==> src/rtl/alu_exec_stage.sv <==
// alu_exec_stage: operand register + ALU + result FIFO with overflow counter; optional trap via ALU_EXEC_OVF_TRAP_EN
module alu (
  input  logic [31:0] a,
  input  logic [31:0] b,
  input  logic [2:0]  op,
  input  logic        unsig,
  output logic [31:0] aluout,
  output logic        compout,
  output logic        overflow
);
  logic [31:0] w_sum;
  logic [31:0] w_dif;
  logic        w_ill;
  // result, signed-overflow and less-than compare; illegal ops yield all zeros
  always_comb begin
    w_sum    = a + b;
    w_dif    = a - b;
    w_ill    = op[1] & op[0];
    aluout   = op == 3'b000 ? a & b :
               op == 3'b001 ? a | b :
               op == 3'b010 ? w_sum :
               op == 3'b100 ? ~(a | b) :
               op == 3'b101 ? a ^ b :
               op == 3'b110 ? w_dif : 32'd0;
    overflow = ~unsig & (op == 3'b010 ? (a[31] == b[31]) & (w_sum[31] != a[31]) :
                         op == 3'b110 ? (a[31] != b[31]) & (w_dif[31] != a[31]) : 1'b0);
    compout  = ~w_ill & (unsig ? a < b : $signed(a) < $signed(b));
  end
endmodule

module alu_exec_stage #(
  parameter int DEPTH = 2,
  parameter int CNT_W = 8
) (
  input  logic             clk,
  input  logic             rst,
  input  logic             in_valid,
  output logic             in_ready,
  input  logic [31:0]      in_a,
  input  logic [31:0]      in_b,
  input  logic [2:0]       in_op,
  input  logic             in_unsig,
  output logic             out_valid,
  input  logic             out_ready,
  output logic [31:0]      out_result,
  output logic             out_comp,
  output logic             out_ovf,
  output logic             out_ill,
  output logic [CNT_W-1:0] ovf_count,
  input  logic             cnt_clr,
  output logic             trap,
  input  logic             trap_clr
);
  localparam int CW = $clog2(DEPTH + 1);
  localparam int PW = $clog2(DEPTH);
  localparam logic [CW-1:0] CNT_FULL = CW'(DEPTH);
  localparam logic [PW-1:0] PTR_LAST = PW'(DEPTH - 1);
  localparam logic [CNT_W-1:0] OVF_MAX = {CNT_W{1'b1}};

  logic             r_opv;
  logic [31:0]      r_a;
  logic [31:0]      r_b;
  logic [2:0]       r_op;
  logic             r_unsig;
  logic [34:0]      r_mem [DEPTH];
  logic [PW-1:0]    r_wp;
  logic [PW-1:0]    r_rp;
  logic [CW-1:0]    r_cnt;
  logic [CNT_W-1:0] r_ovf_cnt;
  logic [31:0]      w_res;
  logic             w_comp;
  logic             w_ovf;
  logic             w_ill;
  logic             w_pop;
  logic             w_can_push;
  logic             w_push;
  logic             w_acc;
  logic             w_trap_stall;
  logic [34:0]      w_head;

  alu u_alu (
    .a(r_a),
    .b(r_b),
    .op(r_op),
    .unsig(r_unsig),
    .aluout(w_res),
    .compout(w_comp),
    .overflow(w_ovf)
  );

  // handshake decode; a full FIFO still accepts a push when its head leaves this cycle
  always_comb begin
    w_ill      = r_op[1] & r_op[0];
    out_valid  = r_cnt != '0;
    w_pop      = out_valid & out_ready;
    w_can_push = (r_cnt < CNT_FULL) | w_pop;
    w_push     = r_opv & w_can_push;
    in_ready   = ~rst & ~w_trap_stall & (~r_opv | w_can_push);
    w_acc      = in_valid & in_ready;
    w_head     = out_valid ? r_mem[r_rp] : 35'd0;
    out_ill    = w_head[34];
    out_comp   = w_head[33];
    out_ovf    = w_head[32];
    out_result = w_head[31:0];
    ovf_count  = r_ovf_cnt;
  end

  // operand register: refilled by a transfer, emptied when its result is pushed
  always_ff @(posedge clk or posedge rst) begin
    if (rst) begin
      r_opv   <= 1'b0;
      r_a     <= '0;
      r_b     <= '0;
      r_op    <= '0;
      r_unsig <= 1'b0;
    end else begin
      r_opv <= w_acc | (r_opv & ~w_push);
      if (w_acc) begin
        r_a     <= in_a;
        r_b     <= in_b;
        r_op    <= in_op;
        r_unsig <= in_unsig;
      end
    end
  end

  // FIFO storage needs no reset; the head is masked while empty
  always_ff @(posedge clk) begin
    if (w_push) r_mem[r_wp] <= {w_ill, w_comp, w_ovf, w_res};
  end

  // FIFO pointers wrap at DEPTH; simultaneous push and pop leaves the count unchanged
  always_ff @(posedge clk or posedge rst) begin
    if (rst) begin
      r_wp  <= '0;
      r_rp  <= '0;
      r_cnt <= '0;
    end else begin
      r_wp  <= w_push ? (r_wp == PTR_LAST ? '0 : r_wp + 1'b1) : r_wp;
      r_rp  <= w_pop ? (r_rp == PTR_LAST ? '0 : r_rp + 1'b1) : r_rp;
      r_cnt <= (w_push & ~w_pop) ? r_cnt + 1'b1 : (w_pop & ~w_push) ? r_cnt - 1'b1 : r_cnt;
    end
  end

  // saturating overflow counter; clear beats a same-cycle increment
  always_ff @(posedge clk or posedge rst) begin
    if (rst) r_ovf_cnt <= '0;
    else r_ovf_cnt <= cnt_clr ? '0 : (w_push & w_ovf & r_ovf_cnt != OVF_MAX) ? r_ovf_cnt + 1'b1 : r_ovf_cnt;
  end

`ifdef ALU_EXEC_OVF_TRAP_EN
  logic r_trap;
  // trap latches on a signed-overflow push; a new trapping push beats trap_clr
  always_ff @(posedge clk or posedge rst) begin
    if (rst) r_trap <= 1'b0;
    else r_trap <= (w_push & w_ovf & ~r_unsig) ? 1'b1 : trap_clr ? 1'b0 : r_trap;
  end
  assign trap         = r_trap;
  assign w_trap_stall = r_trap;
`else
  logic w_unused;
  assign w_unused     = trap_clr;
  assign trap         = 1'b0;
  assign w_trap_stall = 1'b0;
`endif
endmodule

==> config.mk <==
export PLATFORM = sky130hd
export DESIGN_NAME = alu_exec_stage
export DESIGN_NICKNAME = d
export VERILOG_FILES = /design/src/rtl/alu_exec_stage.sv
export SDC_FILE = /design/constraint.sdc
export NUM_CORES = 1
export LEC_CHECK = 0
export BUFFER_PORTS_ARGS = -buffer_cell sky130_fd_sc_hd__buf_2
export CAP_MARGIN = 10
export CORE_MARGIN = 2
export CORE_UTILIZATION = 55
export CTS_CLUSTER_SIZE = 16
export DETAILED_ROUTE_END_ITERATION = 8
export PLACE_DENSITY = 0.72
export RECOVER_POWER = 50
export SLEW_MARGIN = 20
export SYNTH_ARGS = -nofsm -noshare
export SYNTH_HDL_FRONTEND = slang
export SYNTH_SLANG_ARGS = --single-unit
export TNS_END_PERCENT = 1
==> constraint.sdc <==
create_clock -name clk -period 3.95 [get_ports clk]
set_input_delay 0 -clock clk [delete_from_list [all_inputs] [get_ports clk]]
set_output_delay 0 -clock clk [all_outputs]
set_load 0.02 [all_outputs]
== Word-level counts from Yosys, hierarchy flattened ==
Memory sizes are Yosys's and may differ from the RTL's.
Cells that the tools add are included.
Operators by class
  add/subtract/negate cells: 7
  magnitude comparators: 3
  equality and inequality tests: 10
  mux-type cells: 18
  bitwise logic cells: 27
  reduce and logical (&&, ||, !) cells: 4
Operator list (count)
  $mux W32: 6
  $lt A32 B32 Y1: 2
  $mux W35: 1
  $add A32 B32 Y32: 1
  $and A32 B32 Y32: 1
  $not A32 Y32: 1
  $or A32 B32 Y32: 1
  $sub A32 B32 Y32: 1
  $xor A32 B32 Y32: 1
  $mux W8: 2
  $and A1 B1 Y1: 14
  $eq A3 B3 Y1 const B: 3
  $add A8 B1 Y8 const B: 1
  $ne A8 B8 Y1 const B: 1
  $mux W1: 7
  $not A1 Y1: 6
  $reduce_bool A2 Y1: 3
  $mux W2: 2
  $eq A3 B1 Y1 const B: 1
  $eq A3 B2 Y1 const B: 1
  $logic_not A3 Y1: 1
  $ne A1 B1 Y1: 3
  $or A1 B1 Y1: 3
  $add A1 B1 Y1 const B: 2
  other kinds (4): 4
Word-level totals
  register bits after elaboration: 81
  RAM bits: 70
  input bits: 74
  output and inout bits: 46
  logic and storage cells: 79
  memories: 1
Memories
  r_mem: words 2, bits a word 35, read ports 1, clocked after memory_dff 0, wr ports 1, RTL line 65  | logic [34:0] r_mem [DEPTH];

== Depth between registers and ports, before layout ==
Gate-level depths: netlist of the first run.
  depth in word-level cells: 10
  depth in mapped cells: 13
  mapped depth without buffers: 12

== Modules after synthesis ==
From an unflattened synthesis of the first run, not the netlist that was laid out.
Unflattened totals
  cell total of the unflattened synthesis: 1214
  area, all modules: 11338.4 um^2
Modules (own cells, without submodules)
  alu_exec_stage: times used 1, cells an instance 366, area an instance 5910.7 um^2, seq. area each 4129.0 um^2
  alu: times used 1, cells an instance 848, area an instance 5427.7 um^2, seq. area each 0.0 um^2

== Least setup slack after synthesis of the first run ==
Ideal clock, no wire load.
  path type: register to register
  start point: reg r_a[0]
  end point: mem r_mem[0][22], data pin
  library setup time: 275 ps
  arrival time: 2991 ps
  required time: 3675 ps
  setup slack: 685 ps
  cell stages (with the launch flop): 13
  buffers on the path: 0
  period minus slack after synthesis: 3265 ps
  path through: dfrtp_1 > inv_1 > ha_1 > fa_1 > or3_1 > a311o_1 > a21oi_2 > a311oi_2 > o41ai_4 > xnor2_1 > a21oi_1 > a221oi_1 > a21oi_1
On the way
  cells in the longest elaborated chain, start to end: 7
  elaborated cells between the ends (all ways): 8
  those cells by class: add/sub (2); mux (6)
Ends and longest elaborated chain
  start: declaration: RTL line 61  | logic [31:0] r_a;
  start signal: assignment: RTL line 119  | r_a <= in_a;
  $sub A32 B32 Y32: RTL line 17  | w_dif = a - b;
  $mux W32: RTL line 24  | op == 3'b110 ? w_dif : 32'd0;
  $mux W32: RTL line 23  | op == 3'b101 ? a ^ b :
  $mux W32: RTL line 22  | op == 3'b100 ? ~(a | b) :
  $mux W32 (*): RTL line 21  | op == 3'b010 ? w_sum :
  $mux W32 (*): RTL line 20  | op == 3'b001 ? a | b :
  $mux W32 (*): RTL line 19  | aluout = op == 3'b000 ? a & b :
  named net u_alu.aluout[22]: RTL line 7  | output logic [31:0] aluout,
  end: declaration: RTL line 65
The timed path passes the listed nets; every way through them passes the cells marked *.

== Worst setup path after layout of the first run ==
  start point: reg r_a[0]
  end point: mem r_mem[1][22], data pin
The elaborated chain is that of the path after synthesis.

==> summary.txt, run 1 <==
CTS Root Cell: clkbuf_16
Fmax achieved: 264 MHz
post-synth top area share: 18.4%
clk buf depth: 2
critical path peak fanout: 5
TNS Setup: 0 ns
CP endpoint kind: flip-flop
final worst path period share: 95.8%
Die ar.: 0.0220 mm2
# rows: 52
Pre-antenna DRT Iters: 6
syn_nets: 1387
Crit path top cell by count: a21oi_1
Die H: 148 um
WP data arrival: 3.93 ns
Leak: 5.89 nW
via/cell ratio: 5.95
Final nets: 1550
Clock power frac: 18.3%
critical path's largest stage delay: 0.41 ns
pwr dens: 658 mW/mm2
Setup-failing EPs final: 0
initial detailed-routing violation count: 1125
clock slew at reported path FFs: 0.08 ns
largest net degree at the start of global routing: 86
Max VDD drop: 0.401 mV
Total Routing Usage GR: 28.5%
slowest CP cell: fa_1
leading area contributor after synthesis: edfxtp_1
first-pass GRT wire length: 49400 um
Starting Density: 56.4%
initial antenna violation count: 0
violated checks: max-capacitance violations, max-slew violations
vias in the first global route: 9188
Synth Area per Inst: 9.43 um2
layout cells sized above 1: 18.8%
Async S/R FF share, synth: 53.6%
Synth Cell Area: 0.0114 mm2
sequential share of power: 26.7%
Max-Cap Viols: 3
Tightest Pin Transition: 2.04 ns
Sink Count: 151
Final Max Slew Viols: 111
Cell variety after synth: 82
Post-synth top cells: 130 x nor2_1, 105 x a21oi_1, 98 x ha_1, 92 x inv_1, 81 x dfrtp_1
minimum clock period: 3.78 ns
Layout Utilization: 66.7%
Horiz. Die Dim: 148 um
antenna-violating nets left: 0
drt total wl: 30800 um
total CTS buffers: 17
Cells after DPL: 1556
Post-Synthesis Cells: 1213
main area contributors after synthesis: edfxtp_1 18%, dfrtp_1 18%, ha_1 11%, mux2_2 7.7%, a21oi_1 4.6%
Setup Fix Bufs, Post-CTS: 0
register bit total from synthesis: 151
most common cell in the synthesized netlist: nor2_1
multi-input logic area: 0.00660 mm2
Hold Crit Class: primary input to flip-flop
combinational group share of total power: 55.1%
kind of critical path: flip-flop to flip-flop
grt ovf: 0
drt drc: 0
clock skew: 0.0164 ns
unrepaired setup endpoints after global routing: no
final hold violations: 0
sequential area share after synthesis: 36.1%
Finished Layout Cells: 1659
vias: 9878
Req. time, crit path: 4.10 ns
Routed WL per cell: 18.6 um
clk_lat worst skew: 0.43 ns
Register Area: 0.00413 mm2
number of synthesized flops with an enable pin: 70
H-tree depth: 4
relative slew slack: -36.1%
net switching power: 4.01 mW
startpoint types: flip-flop
yosys warns: 0
Fillers: 1720
post-DP HPWL: 21800 um
final RePlAce weighted congestion: 0.973
P_int: 4.89 mW
n_diodes: 0
CTS tree: done
Most used DFF post-synth: dfrtp_1
Sw Ratio: 45.0%
CP cell instances: inv_1 > ha_1 > fa_1 > or3_1 > a311o_1 > a21oi_2 > a311oi_2 > o41ai_4 > buf_4 > xnor2_1 > a21oi_1 > a221oi_1 > a21oi_1
run status: complete, but fails checks
Core ar.: 0.0203 mm2
# port buffers: 117
area grow syn2layout: 18.3%
I/O pins: 120
worst max-delay path, delay by kind of cell, from the launching register on:
kind / cells / cell delay [ns]
DFF: 1 / 0.37
AOI/OAI and AO/OA: 7 / 1.72
xor gates and xnor gates: 1 / 0.13
buffers and inverters: 2 / 0.29
adders and majority gates: 2 / 0.64
and+or+nand+nor: 1 / 0.36
cell usage in the layout (no fill, tap or decap), types with 8 or more instances in the layout:
master and count:
mux2_2 78, a21oi_1 105, o211ai_1 8, edfxtp_1 70, nand2b_1 17, a211oi_1 29, xnor2_1 34, nor3_1 13
o21ai_0 44, dlygate4sd3_1 71, ha_1 98, buf_4 31, inv_1 91, o22ai_1 17, mux2i_1 45, clkbuf_16 17
xor2_1 11, a21o_1 14, nor4_1 11, nand3_1 16, nor2_1 130, nand2_1 45, buf_2 90, o31ai_1 12
dfrtp_1 79, o21bai_1 15, clkbuf_1 29, or3_1 8, a221oi_1 10, a31oi_1 10
cells by family after synthesis:
logic type      after synthesis  synth area share, %
compound gates              337                 20.1
xor+xnor                     45                 3.45
fa+ha+maj                   100                 11.1
buf+inv                     177                 6.28
flops                       151                 36.1
mux                         123                 11.6
other cells                   1               0.0328
simple gates                279                 11.4
power by group through the flow:
stage / Sequential (mW) / Combinational (mW) / Clock, mW
floorplan: 2.26 / 3.58 / 0
finish: 2.38 / 4.90 / 1.63
global route: 2.43 / 5.32 / 1.70
CTS: 2.38 / 4.81 / 1.65
global placement: 2.39 / 4.66 / 0
detailed placement: 2.41 / 4.72 / 0
registers in the layout (all words and copies together) (netlist names):
| signal | count |
|---|---|
| ovf_count | 8 |
| r_a | 32 |
| r_b | 32 |
| r_cnt | 2 |
| r_mem | 70 |
| r_op | 3 |
| r_opv | 1 |
| r_rp | 1 |
| r_unsig | 1 |
| r_wp | 1 |
what timing repair did:
action / 4_1_cts / 5_1_grt
gates resized for setup: 0 / 1
hold endpoints to repair: 114 / 0
setup endpoints to repair: 0 / 2
hold buffers: 71 / 0
final timing paths:
kind | from | endpoint | slack [ns] | cells past startpoint
worst max-delay path | r_a[0] | r_mem[1][22] | 0.17 | 13
worst min-delay path | in_b[21] | r_b[21] | 0.33 | 3
worst max register to register | r_a[0] | r_mem[1][22] | 0.17 | 13
worst min register to register | r_wp | r_wp | 0.49 | 1
max in group asynchronous | rst | r_b[16] | 0.79 | 5
min in group asynchronous | rst | r_a[25] | 1.05 | 4
per-stage QoR:
step                power, mW  hold WS (ns)  setup WS (ns)  area (um2)
CTS                      8.84         0.312          0.273       13600
finish                   8.90         0.329          0.168       13500
floorplan                5.84         0.151          0.685       11400
global placement         7.05         0.231          0.364       12300
detailed placement       7.13         0.236          0.283       12300
global route             9.45         0.329         0.0208       13500
layer usage:
layer | up-vias | global-route usage, % | part of all wire [%]
li1 | 4710 | - | -
met1 | 4674 | 41.9 | 46
met2 | 440 | 43.4 | 44
met3 | 54 | 5.28 | 8.4
met4 | 0 | 7.52 | 1.9
met5 | - | 0 | 0
final cells by class:
cell class              count  share of cell area, %
clock buffers              18                   3.17
inverters                  99                   2.75
well taps                 270                   2.50
clock inverters            14                   1.04
flip-flops and latches    151                   30.5
multi-input cells         885                   48.8
repair buffers            222                   11.3
Power figures use the tool's default switching activity.
==> inputs of run 2 (changes only) <==
--- a/config.mk
+++ b/config.mk
@@ -5,6 +5,7 @@
 export SDC_FILE = /design/constraint.sdc
 export NUM_CORES = 1
 export LEC_CHECK = 0
+export ABC_AREA = 1
 export BUFFER_PORTS_ARGS = -buffer_cell sky130_fd_sc_hd__buf_2
 export CAP_MARGIN = 10
 export CORE_MARGIN = 2
==> summary.txt, run 2 <==
total CTS buffers: 17
Final WS setup: 0.562 ns
n_diodes: 0
Req. time, crit path: 4.12 ns
Pwr Total: 9.60 mW
WP data arrival: 3.56 ns
unrepaired setup endpoints after global routing: no
yosys warns: 0
post-DP HPWL: 26800 um
register bit total from synthesis: 151
number of synthesized flops with an enable pin: 70
Design Area, Final: 0.0137 mm2
sequential area share after synthesis: 35.0%
Async S/R FF share, synth: 53.6%
critical path peak fanout: 32
clk_lat worst skew: 0.44 ns
Synth Cell Area: 0.0118 mm2
Sink Count: 151
Pre-antenna DRT Iters: 6
drt drc: 0
Fmax achieved: 295 MHz
Top Registers: r_mem: 70 flops, r_a: 32 flops, r_b: 32 flops
layout cells sized above 1: 9.89%
most common cell after layout, fill and taps aside: nand2_1
Post-synth top cells: 369 x nand2_1, 208 x inv_1, 207 x a21oi_1, 193 x nor2_1, 98 x ha_1
leading area contributor after synthesis: edfxtp_1
vias: 11.6k
Starting Density: 56.1%
antenna-violating nets left: 0
setup slack at placement: 0.942 ns
clock slew at reported path FFs: 0.07 ns
Horiz. Die Dim: 150 um
# rows: 53
post-synth top area share: 17.8%
clock skew: 0.0147 ns
Setup-failing EPs final: 0
kind of critical path: flip-flop to flip-flop
syn_nets: 1818
relative slew slack: -78.2%
TNS Setup: 0 ns
violated checks: max-capacitance violations, max-slew violations
clk buf depth: 2
final hold violations: 0
via/cell ratio: 5.56
Tightest Pin Transition: 2.66 ns
Leak: 6.51 nW
vias in the first global route: 11.0k
final worst path period share: 85.8%
Total Routing Usage GR: 32.8%
Most used DFF post-synth: dfrtp_1
initial detailed-routing violation count: 1046
pwr dens: 699 mW/mm2
# port buffers: 117
H-tree depth: 4
Die ar.: 0.0226 mm2
grt ovf: 0
Layout Utilization: 65.3%
most frequent cells in the layout: 369 x nand2_1, 208 x inv_1, 207 x a21oi_1, 191 x nor2_1, 98 x ha_1
final RePlAce weighted congestion: 1.03
Final Max Slew Viols: 145
Synth Area per Inst: 7.18 um2
Core ar.: 0.0210 mm2
Final nets: 1970
area grow syn2layout: 16.4%
Max VDD drop: 0.326 mV
startpoint types: flip-flop
most common cell in the synthesized netlist: nand2_1
drt total wl: 36500 um
register bank with the most flops: r_mem
CP endpoint kind: flip-flop
Max-Cap Viols: 4
initial antenna violation count: 0
largest net degree at the start of global routing: 73
Setup Fix Bufs, Post-CTS: 0
CTS tree: done
main area contributors after synthesis: edfxtp_1 18%, dfrtp_1 17%, nand2_1 12%, ha_1 10%, a21oi_1 8.8%
Fillers: 1875
Die H: 150 um
I/O pins: 120
first-pass GRT wire length: 57200 um
Cell variety after synth: 55
CTS Root Cell: clkbuf_16
minimum clock period: 3.39 ns
Largest register FFs: 70
run status: complete, but fails checks
Post-Synthesis Cells: 1644
DP Area: 0.0125 mm2
Routed WL per cell: 17.5 um
Hold Crit Class: primary input to flip-flop
## run 2: cells by family (layout without fill, tap and decap cells)
kind of cell             count (synthesis)  in the layout  synth area share (%)
AND/OR/NAND/NOR                        738            738                  26.6
AO/OA/AOI/OAI                          353            353                  16.6
buffers and inverters                  286            451                  9.94
flip-flops                             151            151                  35.0
adder cells (fa/ha/maj)                100            100                  10.7
XOR/XNOR                                14             14                  1.04
other                                    1              1                0.0318
multiplexers                             1              1                0.0954
## run 2: what timing repair did
| item | 4_1_cts | 5_1_grt |
|---|---|---|
| hold buffers | 70 | 0 |
| resized for setup | 0 | 0 |
| hold endpoints to repair | 107 | 0 |
## run 2: layer usage
layer	global-route usage [%]	vias to the layer above	part of all wire [%]	wire length [um]
met4	9.67	0	2.1	779
met2	52.5	515	45	16400
met1	46.1	5333	45	16400
met5	0	-	0	0
li1	-	5687	-	-
met3	4.88	59	8.1	2960
## run 2: worst max-delay path, stage by stage (launching register included)
cell and delay (ns):
dfrtp_1 0.43, nor2_1 0.11, inv_1 0.07, nor2_1 1.94, nand2_1 0.15, o211ai_1 0.39
## run 2: cell type report
class | instances | area (um2) | area share (%)
multi-input combinational | 1207 | 6510 | 47.4
sequential | 151 | 4130 | 30.1
timing repair buffer | 199 | 1330 | 9.69
inverter | 220 | 827 | 6.02
clock buffer | 18 | 429 | 3.13
tap | 275 | 344 | 2.51
clock inverter | 14 | 163 | 1.18
## run 2: stage by stage
step | instances | hold slack [ns]
after global routing | 2084 | 0.135
after CTS | 2084 | 0.0632
after floorplan | 1644 | 0.150
final | 2084 | 0.0709
after global placement | 1982 | 0.240
after detailed placement | 1982 | 0.238
## run 2: worst paths after layout
kind,from,end,slack (ns),cells past startpoint
hold / removal,cnt_clr,ovf_count[7],0.07,4
hold reg to reg,r_cnt[0],r_cnt[0],0.51,1
setup reg to reg,r_op[1],r_mem[1][10],0.56,5
min in group asynchronous,rst,r_a[26],1.22,4
setup / recovery,r_op[1],r_mem[1][10],0.56,5
max in group asynchronous,rst,r_b[21],1.08,5
## run 2: power breakdown
part           switching, mW  leakage, nW  internal [mW]
Clock                  0.800        0.279          0.900
Sequential             0.183         1.56           2.17
Combinational           3.94         4.67           1.61
Total                   4.92         6.51           4.68
